===== config.mk =====
export PLATFORM = sky130hd
export DESIGN_NAME = lcd_timing_pattern_gen_flat
export DESIGN_NICKNAME = d
export VERILOG_FILES = /design/src/rtl/lcd_timing_pattern_gen_if.sv /design/src/rtl/lcd_timing_pattern_gen.sv /design/src/flat_wrapper.sv
export SDC_FILE = /design/constraint.sdc
export NUM_CORES = 1
export LEC_CHECK = 0
export ABC_AREA = 1
export CAP_MARGIN = 25
export CELL_PAD_IN_SITES_DETAIL_PLACEMENT = 0
export CELL_PAD_IN_SITES_GLOBAL_PLACEMENT = 1
export CORE_MARGIN = 3
export CORE_UTILIZATION = 43
export CTS_CLUSTER_DIAMETER = 50
export DETAILED_ROUTE_END_ITERATION = 16
export HOLD_SLACK_MARGIN = 0.03
export PLACE_DENSITY = 0.81
export SLEW_MARGIN = 20
export SYNTH_ARGS = -nofsm -noshare
export SYNTH_HDL_FRONTEND = slang
export SYNTH_SLANG_ARGS = --single-unit

===== constraint.sdc =====
create_clock -name clk -period 3.3 [get_ports clk]
set_clock_uncertainty 0.15 [all_clocks]
set_input_delay 0.66 -clock clk [delete_from_list [all_inputs] [get_ports clk]]
set_output_delay 0.66 -clock clk [all_outputs]
set_load 0.01 [all_outputs]

===== src/rtl/lcd_timing_pattern_gen_if.sv =====
// Pixel-side bundle of the LCD timing/pattern generator: pixel enable and pattern
// controls in, panel timing, colour and raster position out.
interface lcd_timing_pattern_gen_if;
  logic        ce;
  logic [1:0]  mode;
  logic [15:0] solid_rgb;
  logic        lcd_de;
  logic        lcd_hsync;
  logic        lcd_vsync;
  logic [4:0]  lcd_r;
  logic [5:0]  lcd_g;
  logic [4:0]  lcd_b;
  logic [10:0] pix_x;
  logic [9:0]  pix_y;
  logic        frame_start;

  modport master (
    output ce, mode, solid_rgb,
    input  lcd_de, lcd_hsync, lcd_vsync, lcd_r, lcd_g, lcd_b, pix_x, pix_y, frame_start
  );

  modport slave (
    input  ce, mode, solid_rgb,
    output lcd_de, lcd_hsync, lcd_vsync, lcd_r, lcd_g, lcd_b, pix_x, pix_y, frame_start
  );
endinterface


===== src/rtl/lcd_timing_pattern_gen.sv =====
// RGB565 LCD timing generator with a built-in test-pattern engine (bars, grid,
// gradient, solid). All outputs are registered one CE after the raster position they describe.
module lcd_timing_pattern_gen #(
  parameter int H_ACTIVE = 800,
  parameter int H_FP     = 40,
  parameter int H_SYNC   = 48,
  parameter int H_BP     = 88,
  parameter int V_ACTIVE = 480,
  parameter int V_FP     = 13,
  parameter int V_SYNC   = 3,
  parameter int V_BP     = 32,
  parameter bit HS_POL   = 1'b0,
  parameter bit VS_POL   = 1'b0,
  parameter int GRID     = 32
) (
  input  logic                      clk,
  input  logic                      Reset_Button,
  lcd_timing_pattern_gen_if.slave   bus
);

  localparam int H_TOTAL = H_ACTIVE + H_FP + H_SYNC + H_BP;
  localparam int V_TOTAL = V_ACTIVE + V_FP + V_SYNC + V_BP;
  localparam int BAR_W   = H_ACTIVE / 8;

  localparam logic [10:0] H_ACT      = 11'(H_ACTIVE);
  localparam logic [10:0] H_ACT_LAST = 11'(H_ACTIVE - 1);
  localparam logic [10:0] H_LAST     = 11'(H_TOTAL - 1);
  localparam logic [10:0] HS_START   = 11'(H_ACTIVE + H_FP);
  localparam logic [10:0] HS_END     = 11'(H_ACTIVE + H_FP + H_SYNC);
  localparam logic [10:0] BAR_LAST   = 11'(BAR_W - 1);
  localparam logic [10:0] GX_LAST    = 11'(GRID - 1);

  localparam logic [9:0]  V_ACT      = 10'(V_ACTIVE);
  localparam logic [9:0]  V_ACT_LAST = 10'(V_ACTIVE - 1);
  localparam logic [9:0]  V_LAST     = 10'(V_TOTAL - 1);
  localparam logic [9:0]  VS_START   = 10'(V_ACTIVE + V_FP);
  localparam logic [9:0]  VS_END     = 10'(V_ACTIVE + V_FP + V_SYNC);
  localparam logic [9:0]  GY_LAST    = 10'(GRID - 1);

  localparam logic [1:0] MODE_BARS  = 2'd0;
  localparam logic [1:0] MODE_GRID  = 2'd1;
  localparam logic [1:0] MODE_GRAD  = 2'd2;
  localparam logic [1:0] MODE_SOLID = 2'd3;

  // Raster position and pattern sub-counters
  logic [10:0] h_q;
  logic [9:0]  v_q;
  logic [10:0] gx_q;
  logic [9:0]  gy_q;
  logic [10:0] bar_cnt_q;
  logic [2:0]  bar_idx_q;
  logic [1:0]  mode_q;

  // Registered panel outputs
  logic        de_q;
  logic        hs_q;
  logic        vs_q;
  logic        fs_q;
  logic [15:0] rgb_q;
  logic [10:0] px_q;
  logic [9:0]  py_q;

  logic        de_d;
  logic        hs_d;
  logic        vs_d;
  logic        grid_on;
  logic [15:0] pat;
  logic [15:0] rgb_d;
  logic        h_wrap;
  logic        v_wrap;

  function automatic logic [15:0] bar_colour(input logic [2:0] idx);
    logic [15:0] c;
    case (idx)
      3'd0:    c = 16'hFFFF;
      3'd1:    c = 16'hFFE0;
      3'd2:    c = 16'h07FF;
      3'd3:    c = 16'h07E0;
      3'd4:    c = 16'hF81F;
      3'd5:    c = 16'hF800;
      3'd6:    c = 16'h001F;
      default: c = 16'h0000;
    endcase
    return c;
  endfunction

  always_comb begin
    // NOTE: every combinational output gets a default up front so no path can infer a latch.
    pat     = '0;
    h_wrap  = (h_q == H_LAST);
    v_wrap  = (v_q == V_LAST);
    de_d    = (h_q < H_ACT) && (v_q < V_ACT);
    hs_d    = (h_q >= HS_START && h_q < HS_END) ? HS_POL : ~HS_POL;
    vs_d    = (v_q >= VS_START && v_q < VS_END) ? VS_POL : ~VS_POL;
    grid_on = (gx_q == '0) || (gy_q == '0) || (h_q == H_ACT_LAST) || (v_q == V_ACT_LAST);
    case (mode_q)
      MODE_BARS:  pat = bar_colour(bar_idx_q);
      MODE_GRID:  pat = grid_on ? 16'hFFFF : 16'h0000;
      MODE_GRAD:  pat = {h_q[7:3], h_q[7:2], v_q[7:3]};
      MODE_SOLID: pat = bus.solid_rgb;
      default:    pat = '0;
    endcase
    rgb_d = de_d ? pat : 16'h0000;
  end

  // NOTE: all state uses non-blocking assignments so every register samples pre-edge values.
  always_ff @(posedge clk) begin
    if (Reset_Button) begin
      h_q       <= '0;
      v_q       <= '0;
      gx_q      <= '0;
      gy_q      <= '0;
      bar_cnt_q <= '0;
      bar_idx_q <= '0;
      mode_q    <= bus.mode;
      de_q      <= 1'b0;
      hs_q      <= ~HS_POL;
      vs_q      <= ~VS_POL;
      fs_q      <= 1'b0;
      rgb_q     <= '0;
      px_q      <= '0;
      py_q      <= '0;
    end else if (bus.ce) begin
      de_q  <= de_d;
      hs_q  <= hs_d;
      vs_q  <= vs_d;
      fs_q  <= (h_q == '0) && (v_q == '0);
      rgb_q <= rgb_d;
      px_q  <= h_q;
      py_q  <= v_q;

      if (h_wrap) begin
        h_q       <= '0;
        gx_q      <= '0;
        bar_cnt_q <= '0;
        bar_idx_q <= '0;
        if (v_wrap) begin
          v_q    <= '0;
          gy_q   <= '0;
          // Pattern changes only land on a frame boundary
          mode_q <= bus.mode;
        end else begin
          v_q  <= v_q + 10'd1;
          gy_q <= (gy_q == GY_LAST) ? 10'd0 : gy_q + 10'd1;
        end
      end else begin
        h_q  <= h_q + 11'd1;
        gx_q <= (gx_q == GX_LAST) ? 11'd0 : gx_q + 11'd1;
        // Bar index saturates at 7 so any remainder pixels stay black
        if (bar_cnt_q == BAR_LAST) begin
          bar_cnt_q <= '0;
          if (bar_idx_q != 3'd7) bar_idx_q <= bar_idx_q + 3'd1;
        end else begin
          bar_cnt_q <= bar_cnt_q + 11'd1;
        end
      end
    end
  end

  assign bus.lcd_de      = de_q;
  assign bus.lcd_hsync   = hs_q;
  assign bus.lcd_vsync   = vs_q;
  assign bus.frame_start = fs_q;
  assign bus.lcd_r       = rgb_q[15:11];
  assign bus.lcd_g       = rgb_q[10:5];
  assign bus.lcd_b       = rgb_q[4:0];
  assign bus.pix_x       = px_q;
  assign bus.pix_y       = py_q;

endmodule

===== src/flat_wrapper.sv =====
// flat-port wrapper written by rule: the top's interface ports become plain ports
module lcd_timing_pattern_gen_flat 
#(
  parameter int H_ACTIVE = 800,
  parameter int H_FP     = 40,
  parameter int H_SYNC   = 48,
  parameter int H_BP     = 88,
  parameter int V_ACTIVE = 480,
  parameter int V_FP     = 13,
  parameter int V_SYNC   = 3,
  parameter int V_BP     = 32,
  parameter bit HS_POL   = 1'b0,
  parameter bit VS_POL   = 1'b0,
  parameter int GRID     = 32
)
  (clk, Reset_Button, bus_ce, bus_mode, bus_solid_rgb, bus_lcd_de, bus_lcd_hsync, bus_lcd_vsync, bus_lcd_r, bus_lcd_g, bus_lcd_b, bus_pix_x, bus_pix_y, bus_frame_start);
  lcd_timing_pattern_gen_if bus_i ();
  input  logic clk;
  input  logic Reset_Button;
  input wire logic [$bits(bus_i.ce)-1:0] bus_ce;
  input wire logic [$bits(bus_i.mode)-1:0] bus_mode;
  input wire logic [$bits(bus_i.solid_rgb)-1:0] bus_solid_rgb;
  output wire logic [$bits(bus_i.lcd_de)-1:0] bus_lcd_de;
  output wire logic [$bits(bus_i.lcd_hsync)-1:0] bus_lcd_hsync;
  output wire logic [$bits(bus_i.lcd_vsync)-1:0] bus_lcd_vsync;
  output wire logic [$bits(bus_i.lcd_r)-1:0] bus_lcd_r;
  output wire logic [$bits(bus_i.lcd_g)-1:0] bus_lcd_g;
  output wire logic [$bits(bus_i.lcd_b)-1:0] bus_lcd_b;
  output wire logic [$bits(bus_i.pix_x)-1:0] bus_pix_x;
  output wire logic [$bits(bus_i.pix_y)-1:0] bus_pix_y;
  output wire logic [$bits(bus_i.frame_start)-1:0] bus_frame_start;
  assign bus_i.ce = bus_ce;
  assign bus_i.mode = bus_mode;
  assign bus_i.solid_rgb = bus_solid_rgb;
  assign bus_lcd_de = bus_i.lcd_de;
  assign bus_lcd_hsync = bus_i.lcd_hsync;
  assign bus_lcd_vsync = bus_i.lcd_vsync;
  assign bus_lcd_r = bus_i.lcd_r;
  assign bus_lcd_g = bus_i.lcd_g;
  assign bus_lcd_b = bus_i.lcd_b;
  assign bus_pix_x = bus_i.pix_x;
  assign bus_pix_y = bus_i.pix_y;
  assign bus_frame_start = bus_i.frame_start;
  lcd_timing_pattern_gen #(.H_ACTIVE(H_ACTIVE), .H_FP(H_FP), .H_SYNC(H_SYNC), .H_BP(H_BP), .V_ACTIVE(V_ACTIVE), .V_FP(V_FP), .V_SYNC(V_SYNC), .V_BP(V_BP), .HS_POL(HS_POL), .VS_POL(VS_POL), .GRID(GRID)) u_core (.clk(clk), .Reset_Button(Reset_Button), .bus(bus_i));
endmodule

After elaboration in Yosys (flattened, before gate mapping):

Cells that the tools add are included.

* bits in registers: 99
* bits of input ports: 21
* logic and storage cells: 85

* add/subtract/negate cells: 6
* $lt $le $gt $ge: 6
* equality and inequality tests: 17
* mux-type cells: 21
* reduce and logical (&&, ||, !) cells: 21

Operator list (number)
* 16-bit one-hot mux with 7 select lines: 1
* 16-bit one-hot mux with 4 select lines: 1
* 11-bit two-way mux: 5
* 11-bit by 1-bit adder with 11-bit output (second input constant): 3
* 16-bit two-way mux: 2
* 10-bit two-way mux: 3
* 11-bit by 10-bit equality test with 1-bit output (second input constant): 2
* 11-bit logical NOT: 2
* 11-bit by 10-bit < comparator with 1-bit output (second input constant): 2
* 10-bit by 1-bit adder with 10-bit output (second input constant): 2
* 10-bit logical NOT: 2
* 10-bit by 9-bit < comparator with 1-bit output (second input constant): 2
* 11-bit by 5-bit equality test with 1-bit output (second input constant): 1
* 11-bit by 7-bit equality test with 1-bit output (second input constant): 1
* 11-bit by 10-bit >= comparator with 1-bit output (second input constant): 1
* 10-bit equality test (second input constant): 1
* 10-bit by 5-bit equality test with 1-bit output (second input constant): 1
* 10-bit by 9-bit equality test with 1-bit output (second input constant): 1
* 10-bit by 9-bit >= comparator with 1-bit output (second input constant): 1
* 2-bit nonzero test: 5
* 3-bit equality test (second input constant): 3
* 3-bit two-way mux: 3
* 2-bit two-way mux: 4
* 3-bit by 2-bit equality test with 1-bit output (second input constant): 2
* 12 further kinds: 20

Logic depth before layout (Yosys ltp):

Gate-level depths: netlist of run 1.

* depth in word-level cells: 7
* depth in mapped cells: 12

Least setup slack after synthesis of run 1:

Ideal clock, no wire load.

* path type: input to register
* from: in bus_ce
* to: reg u_core.mode_q[0], enable pin
* arrival: 1447 ps
* path slack: 1383 ps
* cell stages on the path: 6
* buffers on the path: 2
* cell sequence: buf_4 > inv_4 > nor2_2 > nand2_4 > buf_6 > o21ai_4

* cells in the longest elaborated chain, start to end: 2

RTL lines
* start, declared: RTL line flat_wrapper.sv:20 `input wire logic [$bits(bus_i.ce)-1:0] bus_ce;`
* 2-bit nonzero test (no source line)
* 3-bit AND reduction (no source line)
* end signal, assigned: RTL line lcd_timing_pattern_gen.sv:115 `mode_q <= bus.mode;`
* end signal, assigned: RTL line lcd_timing_pattern_gen.sv:141 `mode_q <= bus.mode;`
* end, declared: RTL line lcd_timing_pattern_gen.sv:52 `logic [1:0] mode_q;`

No other way between the ends.
A chain may end at the register's enable or synchronous reset.

==> summary.md, run 1 <==
| Metric | Value |
|---|---|
| Biggest area consumer among synthesized cells | dfxtp_1 |
| Dpl hpwl | 9440 um |
| Maximum VDD drop | 0.279 mV |
| Max Buffers Root-to-Sink | 2 |
| Setup crit end | u_core.h_q[8] |
| Final Hold Viols | 0 |
| Worst reg2reg path startpoint | u_core.h_q[1] |
| Critical Path Start Type | input port |
| Layout cells sized above 1 | 0.0756 |
| CP Class | input port to flop |
| DR pass1 iterations | 6 |
| Ys Warns | 0 |
| Die width | 115 um |
| Reg area | 2000 um2 |
| Clk sinks | 99 |
| Gr usage total | 0.206 |
| Max-Cap Viols | 0 |
| Synth cell types | 45 |
| Most common cell in the netlist | nand2_1 |
| Fmax | 427 MHz |
| Post-CTS Resized | 0 |
| Place WS | 0.597 ns |
| Global route total overflow | 0 |
| Residual DRC count | 0 |
| CTS tree | yes |
| Initial Utilization | 0.442 |
| Outcome | complete, no violations |
| CTS root buf | clkbuf_16 |
| Number of synthesized register bits | 99 |
| Antenna fix cells | 0 |
| Wire per inst | 14.1 um |
| Netlist Area Pre-Place | 5090 um2 |
| RSZ-0062 raised after global routing | no |
| Largest net degree at the start of global routing | 45 |
| First-pass GRT wire length | 21900 um |
| Total I/O pin count | 62 |
| Area Growth Syn to Fin | 19.3% |
| Hold Path Cell Cnt | 2 |
| Antenna Nets Post-Route | 0 |
| Seq/Total Area, Yosys | 0.393 |
| PortBufs | 61 |
| Vias in the first global route | 4356 |
| Core ar. | 11500 um2 |
| Routed WL | 13000 um |
| CP Max Fanout | 42 |
| Top post-synthesis cells by area | dfxtp_1 38%, nand2_1 14%, a21oi_1 6.8% |
| Filler cells | 1162 |
| Row count | 39 |
| Post-synth ARST share | 0 |
| Multi-input logic area | 2660 um2 |
| Clk slew on worst S/H paths | 0.06 ns |
| FF-to-FF setup slack | 1.22 ns |
| WP data required | 3.42 ns |
| Vias | 4658 |
| Worst R2R Path Depth | 12 |
| # setup viols final | 0 |
| Total Nets Final | 813 |
| Mapped Cells | 725 |
| Syn Area/Cell | 7.03 um2 |
| Skew-Pair Late Insertion Delay | 0.34 ns |
| Top cells by count, synth | 196 x nand2_1, 97 x dfxtp_1, 72 x inv_1, 69 x a21oi_1, 67 x nor2_1 |
| Htree depth | 3 |
| Final Max Tran Viols | 0 |
| Reg2reg end | u_core.v_q[2] |
| Hold Crit Class | flop to flop |
| CP Capture Type | flop |
| Synth Flop Type | dfxtp_1 |
| Setup TNS | 0 ns |
| Final Cycle Share | 0.710 |
| Arrival @ worst endpoint | 2.47 ns |
| Pwr/cell area | 422 nW/um2 |
| Post-CTS Setup Bufs | 0 |
| Slew of the pin with the lowest slew margin | 0.569 ns |
| Leakage | 2.46 nW |
| EDFF count, synth | 2 |
| Crit path from | bus_ce |
| Initial DRC count | 338 |
| Die Area | 13200 um2 |
| Initial antenna violation count | 0 |
| Die height | 115 um |
| Share of the synthesized area in the top cell type | 0.381 |
| Mapped Nets | 763 |
| # hold bufs at CTS | 0 |
| DR vias/cell | 5.05 |
| Slew HR | 0.621 |
| GP Congestion | 0.865 |
| CTS Buf Count | 9 |
| Final min period | 2.34 ns |
| Setup ws final | 0.956 ns |
-- through the flow --
stage	power [W]	util	std cells	area (um2)	hold slack [ns]
floorplan	0.00145	-	725	5090	0.303
global placement	0.00157	0.502	907	5780	0.298
detailed placement	0.00157	0.502	907	5780	0.305
CTS	0.00260	0.527	923	6070	0.315
global route	0.00268	0.527	923	6070	0.342
finish	0.00256	0.527	923	6070	0.312
-- routing by layer --
layer | wire length [um] | track usage
met4 | 175 | 0.0665
met3 | 499 | 0.0405
met5 | 0 | 0
met1 | 6510 | 0.284
met2 | 5780 | 0.327
-- cells in the final DEF, fill, tap and decap left out, drive strengths merged --
master	n
xnor2	2
nor3b	1
clkinvlp	1
clkinv	2
ha	17
clkdlybuf4s50	60
a21oi	70
o41ai	1
nor2	77
o22ai	2
buf	6
clkbuf	13
nand4	14
a21o	2
nand3b	3
nor3	20
nand2	202
o21bai	1
dfxtp	97
inv	79
o21a	2
xor2	5
a31oi	1
or2	1
a221oi	1
o221a	1
o21ai	47
a211oi	7
nand3	42
edfxtp	2
nor4	1
-- layout make-up --
type                            count  area share
Clock buffer                       13      0.0445
Clock inverter                      3     0.00350
Inverter                           79      0.0496
Multi-Input combinational cell    520       0.437
Sequential cell                    99       0.330
Tap cell                          143      0.0295
Timing Repair Buffer               66       0.106
-- state kept, by name, summed over array words and instances, names as in the netlist --
register / count
u_core.bar_cnt_q: 11
u_core.h_q: 11
u_core.mode_q: 2
u_core.bus.lcd_de: 1
u_core.bus.lcd_hsync: 1
u_core.bus.frame_start: 1
u_core.bus.pix_x: 11
u_core.rgb_q: 16
u_core.v_q: 10
u_core.bus.pix_y: 10
u_core.bus.lcd_vsync: 1
u_core.gx_q: 11
u_core.bar_idx_q: 3
u_core.gy_q: 10
-- power by group --
part	internal, W	switching [W]
Combinational	0.000124	0.000153
Clock	0.000574	0.000447
Sequential	0.00124	0.0000270
-- how the worst min path moves through the flow --
stage                                      end  slack, ns            startpoint
final                      u_core.bus.pix_x[3]       0.31   u_core.bus.pix_x[3]
after global routing       u_core.bus.pix_x[3]       0.34   u_core.bus.pix_x[3]
after CTS                  u_core.bus.pix_x[3]       0.32   u_core.bus.pix_x[3]
after detailed placement   u_core.bus.pix_x[3]       0.31   u_core.bus.pix_x[3]
after global placement    u_core.bus.lcd_hsync       0.30  u_core.bus.lcd_hsync
after floorplan           u_core.bar_cnt_q[10]       0.30  u_core.bar_cnt_q[10]
-- cells by family after synthesis --
| family | count (synthesis) | share of synthesized area |
|---|---|---|
| adders and majority gates | 17 | 0.0418 |
| buffers and inverters | 106 | 0.0852 |
| and+or+nand+nor | 361 | 0.320 |
| xor gates and xnor gates | 7 | 0.0120 |
| DFF | 99 | 0.393 |
| AOI/OAI and AO/OA | 135 | 0.148 |
-- worst max-delay path: stages --
cell             delay (ns)
clkdlybuf4s50_1        0.53
buf_4                  0.41
nand2_1                0.18
nor3_2                 0.23
nand2_1                0.11
or2_0                  0.21
a21oi_1                0.12
Power figures use the tool's default switching activity.
==> run 2: changes to the inputs <==
--- a/config.mk
+++ b/config.mk
@@ -10,11 +10,11 @@
 export CELL_PAD_IN_SITES_DETAIL_PLACEMENT = 0
 export CELL_PAD_IN_SITES_GLOBAL_PLACEMENT = 1
 export CORE_MARGIN = 3
-export CORE_UTILIZATION = 43
+export CORE_UTILIZATION = 36
 export CTS_CLUSTER_DIAMETER = 50
 export DETAILED_ROUTE_END_ITERATION = 16
 export HOLD_SLACK_MARGIN = 0.03
-export PLACE_DENSITY = 0.81
+export PLACE_DENSITY = 0.72
 export SLEW_MARGIN = 20
 export SYNTH_ARGS = -nofsm -noshare
 export SYNTH_HDL_FRONTEND = slang
==> constraint.sdc (replaced) <==
create_clock -name clk -period 2.1 [get_ports clk]
set_clock_uncertainty 0.15 [all_clocks]
set_input_delay 0.42 -clock clk [delete_from_list [all_inputs] [get_ports clk]]
set_output_delay 0.42 -clock clk [all_outputs]
set_load 0.01 [all_outputs]
==> summary.md, run 2 (synthesis gave the netlist of run 1 again) <==
| Metric | Value |
|---|---|
| Final min period | 1.89 ns |
| First-pass GRT wire length | 22300 um (+1.8%) |
| Initial Utilization | 0.376 (-0.0666) |
| Slew of the pin with the lowest slew margin | 0.497 ns (-0.0720 ns) |
| Final Max Tran Viols | 0 (unchanged) |
| Place WS | -0.129 ns (-0.726 ns) |
| Multi-input logic area | 2660 um2 (unchanged) |
| Leading cell type in the layout, fill and taps excluded | nand2_1 |
| Commonest non-fill, non-tap cells in the layout | 196 x nand2_1, 97 x dfxtp_1, 72 x inv_1 |
| Design Area, Final | 6360 um2 (+4.8%) |
| Clk pwr share | 0.386 (-0.012) |
| # hold bufs at CTS | 0 (unchanged) |
| Fmax | 529 MHz |
| # setup viols final | 0 (unchanged) |
| Core ar. | 13600 um2 (+18%) |
| Comb pwr share | 0.117 (+0.009) |
| Final Hold Viols | 0 (unchanged) |
| Layout cells sized above 1 | 0.109 (+0.0338) |
| Slowest cell on crit path | dfxtp_1 |
| Leakage | 2.62 nW (+6.4%) |
| Htree depth | 3 (unchanged) |
| Global route total overflow | 0 (unchanged) |
| Antenna fix cells | 0 (unchanged) |
| Pwr/cell area | 627 nW/um2 (+49%) |
| Max Buffers Root-to-Sink | 2 (unchanged) |
| Pint | 0.00300 W (+55%) |
| Arrival @ worst endpoint | 1.96 ns (-0.51 ns) |
| Row count | 42 (+7.7%) |
| Setup ws final | 0.210 ns (-0.746 ns) |
| Reg area | 2000 um2 (unchanged) |
| Routed WL | 13600 um (+4.6%) |
| PortBufs | 61 (unchanged) |
| DR pass1 iterations | 5 (-1) |
| Max-Cap Viols | 0 (unchanged) |
| Maximum VDD drop | 0.397 mV (+42%) |
| Outcome | complete, no violations |
| CTS root buf | clkbuf_16 |
| CP Class | flop to flop |
| GP Congestion | 0.872 (+0.73%) |
| Reg with most FFs | u_core.rgb_q |
| Critical Path Max Stage Delay | 0.39 ns (-0.14 ns) |
| Initial antenna violation count | 0 (unchanged) |
| Skew-Pair Late Insertion Delay | 0.35 ns (about the same) |
| Max FFs per register | 16 (unchanged) |
| Clk slew on worst S/H paths | 0.07 ns (about the same) |
| Final Cycle Share | 0.900 |
| Die Area | 15600 um2 (+18%) |
| CTS tree | yes |
| Fin util | 0.469 (-0.0581) |
| CP Max Fanout | 16 (-62%) |
| Initial DRC count | 387 (+14%) |
| Switch Pwr | 0.000996 W (+59%) |
| Wire per inst | 13.7 um (-2.4%) |
| Area Growth Syn to Fin | 24.9% |
| Sw Ratio | 0.249 (+0.00460) |
| Cell repeated most along the worst path | nand2_1 |
| Clk sinks | 99 (unchanged) |
| Residual DRC count | 0 (unchanged) |
| CP Capture Type | flop |
| Slew HR | 0.666 (+0.0454) |
| DP Area | 6090 um2 (+5.3%) |
| Largest net degree at the start of global routing | 46 (+2.2%) |
| Die height | 125 um (+8.8%) |
| Filler cells | 1363 (+17%) |
| Total Nets Final | 846 (+4.1%) |
| Setup TNS | 0 ns (unchanged) |
| Worst-path cell chain | inv_1, ha_1, nand2_1, nor2_1, nand2_1, nand2_1, o21ai_4, nand2_1, nand2_1, a21oi_1 |
| Critical Path Start Type | flop |
| Vias in the first global route | 4439 (+1.9%) |
| Seq pwr share | 0.497 (+0.004) |
| Worst hold margin | 0.313 ns (+0.00145 ns) |
| Antenna Nets Post-Route | 0 (unchanged) |
| Die width | 125 um (+8.8%) |
| CTS Buf Count | 9 (unchanged) |
| WP data required | 2.17 ns (-1.25 ns) |
| Post-CTS Resized | 0 (unchanged) |
| DR vias/cell | 4.88 (-3.3%) |
| Dpl hpwl | 10100 um (+6.7%) |
| Vias | 4827 (+3.6%) |
| RSZ-0062 raised after global routing | no |
| Gr usage total | 0.173 (-0.0331) |
| Hold Crit Class | flop to flop |
| Total I/O pin count | 62 (unchanged) |
==> run 2: cell types whose count changed in the layout (fill, tap and decap cells not counted) <==
cell,change
buf_12,+2
buf_4,+31
clkbuf_1,+3
clkbuf_8,-2
clkinv_4,-1
==> run 2: worst max-delay path, delay by kind of cell (launching register included) <==
| family | cells | cell delay (ns) |
|---|---|---|
| fa+ha+maj | 1 | 0.20 |
| simple gates | 6 | 0.48 |
| compound gates | 2 | 0.44 |
| buf+inv | 1 | 0.09 |
| flops | 1 | 0.39 |
==> run 2: cell type report <==
class | instances | share of cell area
Clock buffer | 14 | 0.0399
Clock inverter | 2 | 0.00197
Inverter | 79 | 0.0474
Multi-Input combinational cell | 520 | 0.418
Sequential cell | 99 | 0.315
Tap cell | 176 | 0.0346
Timing Repair Buffer | 99 | 0.144
==> run 2: layer usage <==
layer,share of wire,wire (um),GRT usage,vias up
met5,0,0,0,-
met4,0.014,189,0.0536,0
met3,0.042,565,0.0281,11
met2,0.44,5940,0.268,104
met1,0.51,6880,0.248,2191
li1,-,-,-,2521
==> run 2: metrics by stage <==
stage	instances	power, W
2_1_floorplan	725	0.00227
3_5_place_dp	972	0.00250
6_report	989	0.00399
3_3_place_gp	972	0.00250
5_1_grt	989	0.00417
4_1_cts	988	0.00405
==> run 2: final timing paths <==
path,from,endpoint,slack [ns],cells past startpoint
max reg2reg,u_core.gy_q[0],u_core.rgb_q[7],0.21,10
min reg2reg,u_core.rgb_q[12],u_core.rgb_q[12],0.31,2
min,u_core.rgb_q[12],u_core.rgb_q[12],0.31,2
max,u_core.gy_q[0],u_core.rgb_q[7],0.21,10
==> run 2: power by group through the flow <==
stage	Combinational [W]	Sequential, W	Clock, W
final	0.000466	0.00199	0.00154
after global routing	0.000522	0.00199	0.00166
after CTS	0.000473	0.00199	0.00159
after detailed placement	0.000470	0.00203	0
after global placement	0.000468	0.00203	0
after floorplan	0.000236	0.00204	0
==> run 2: timing repair <==
action                                 4_1_cts  5_1_grt
endpoints found under the hold margin        0        0
setup endpoints to repair                    0        4
setup buffers                                0        1
==> run 3: changes to the inputs <==
--- a/config.mk
+++ b/config.mk
@@ -12,6 +12,7 @@
 export CORE_MARGIN = 3
 export CORE_UTILIZATION = 36
 export CTS_CLUSTER_DIAMETER = 50
+export CTS_CLUSTER_SIZE = 8
 export DETAILED_ROUTE_END_ITERATION = 16
 export HOLD_SLACK_MARGIN = 0.03
 export PLACE_DENSITY = 0.72
==> results of run 3 <==
Same layout as run 2: the final DEF is identical, and so are final timing and power.
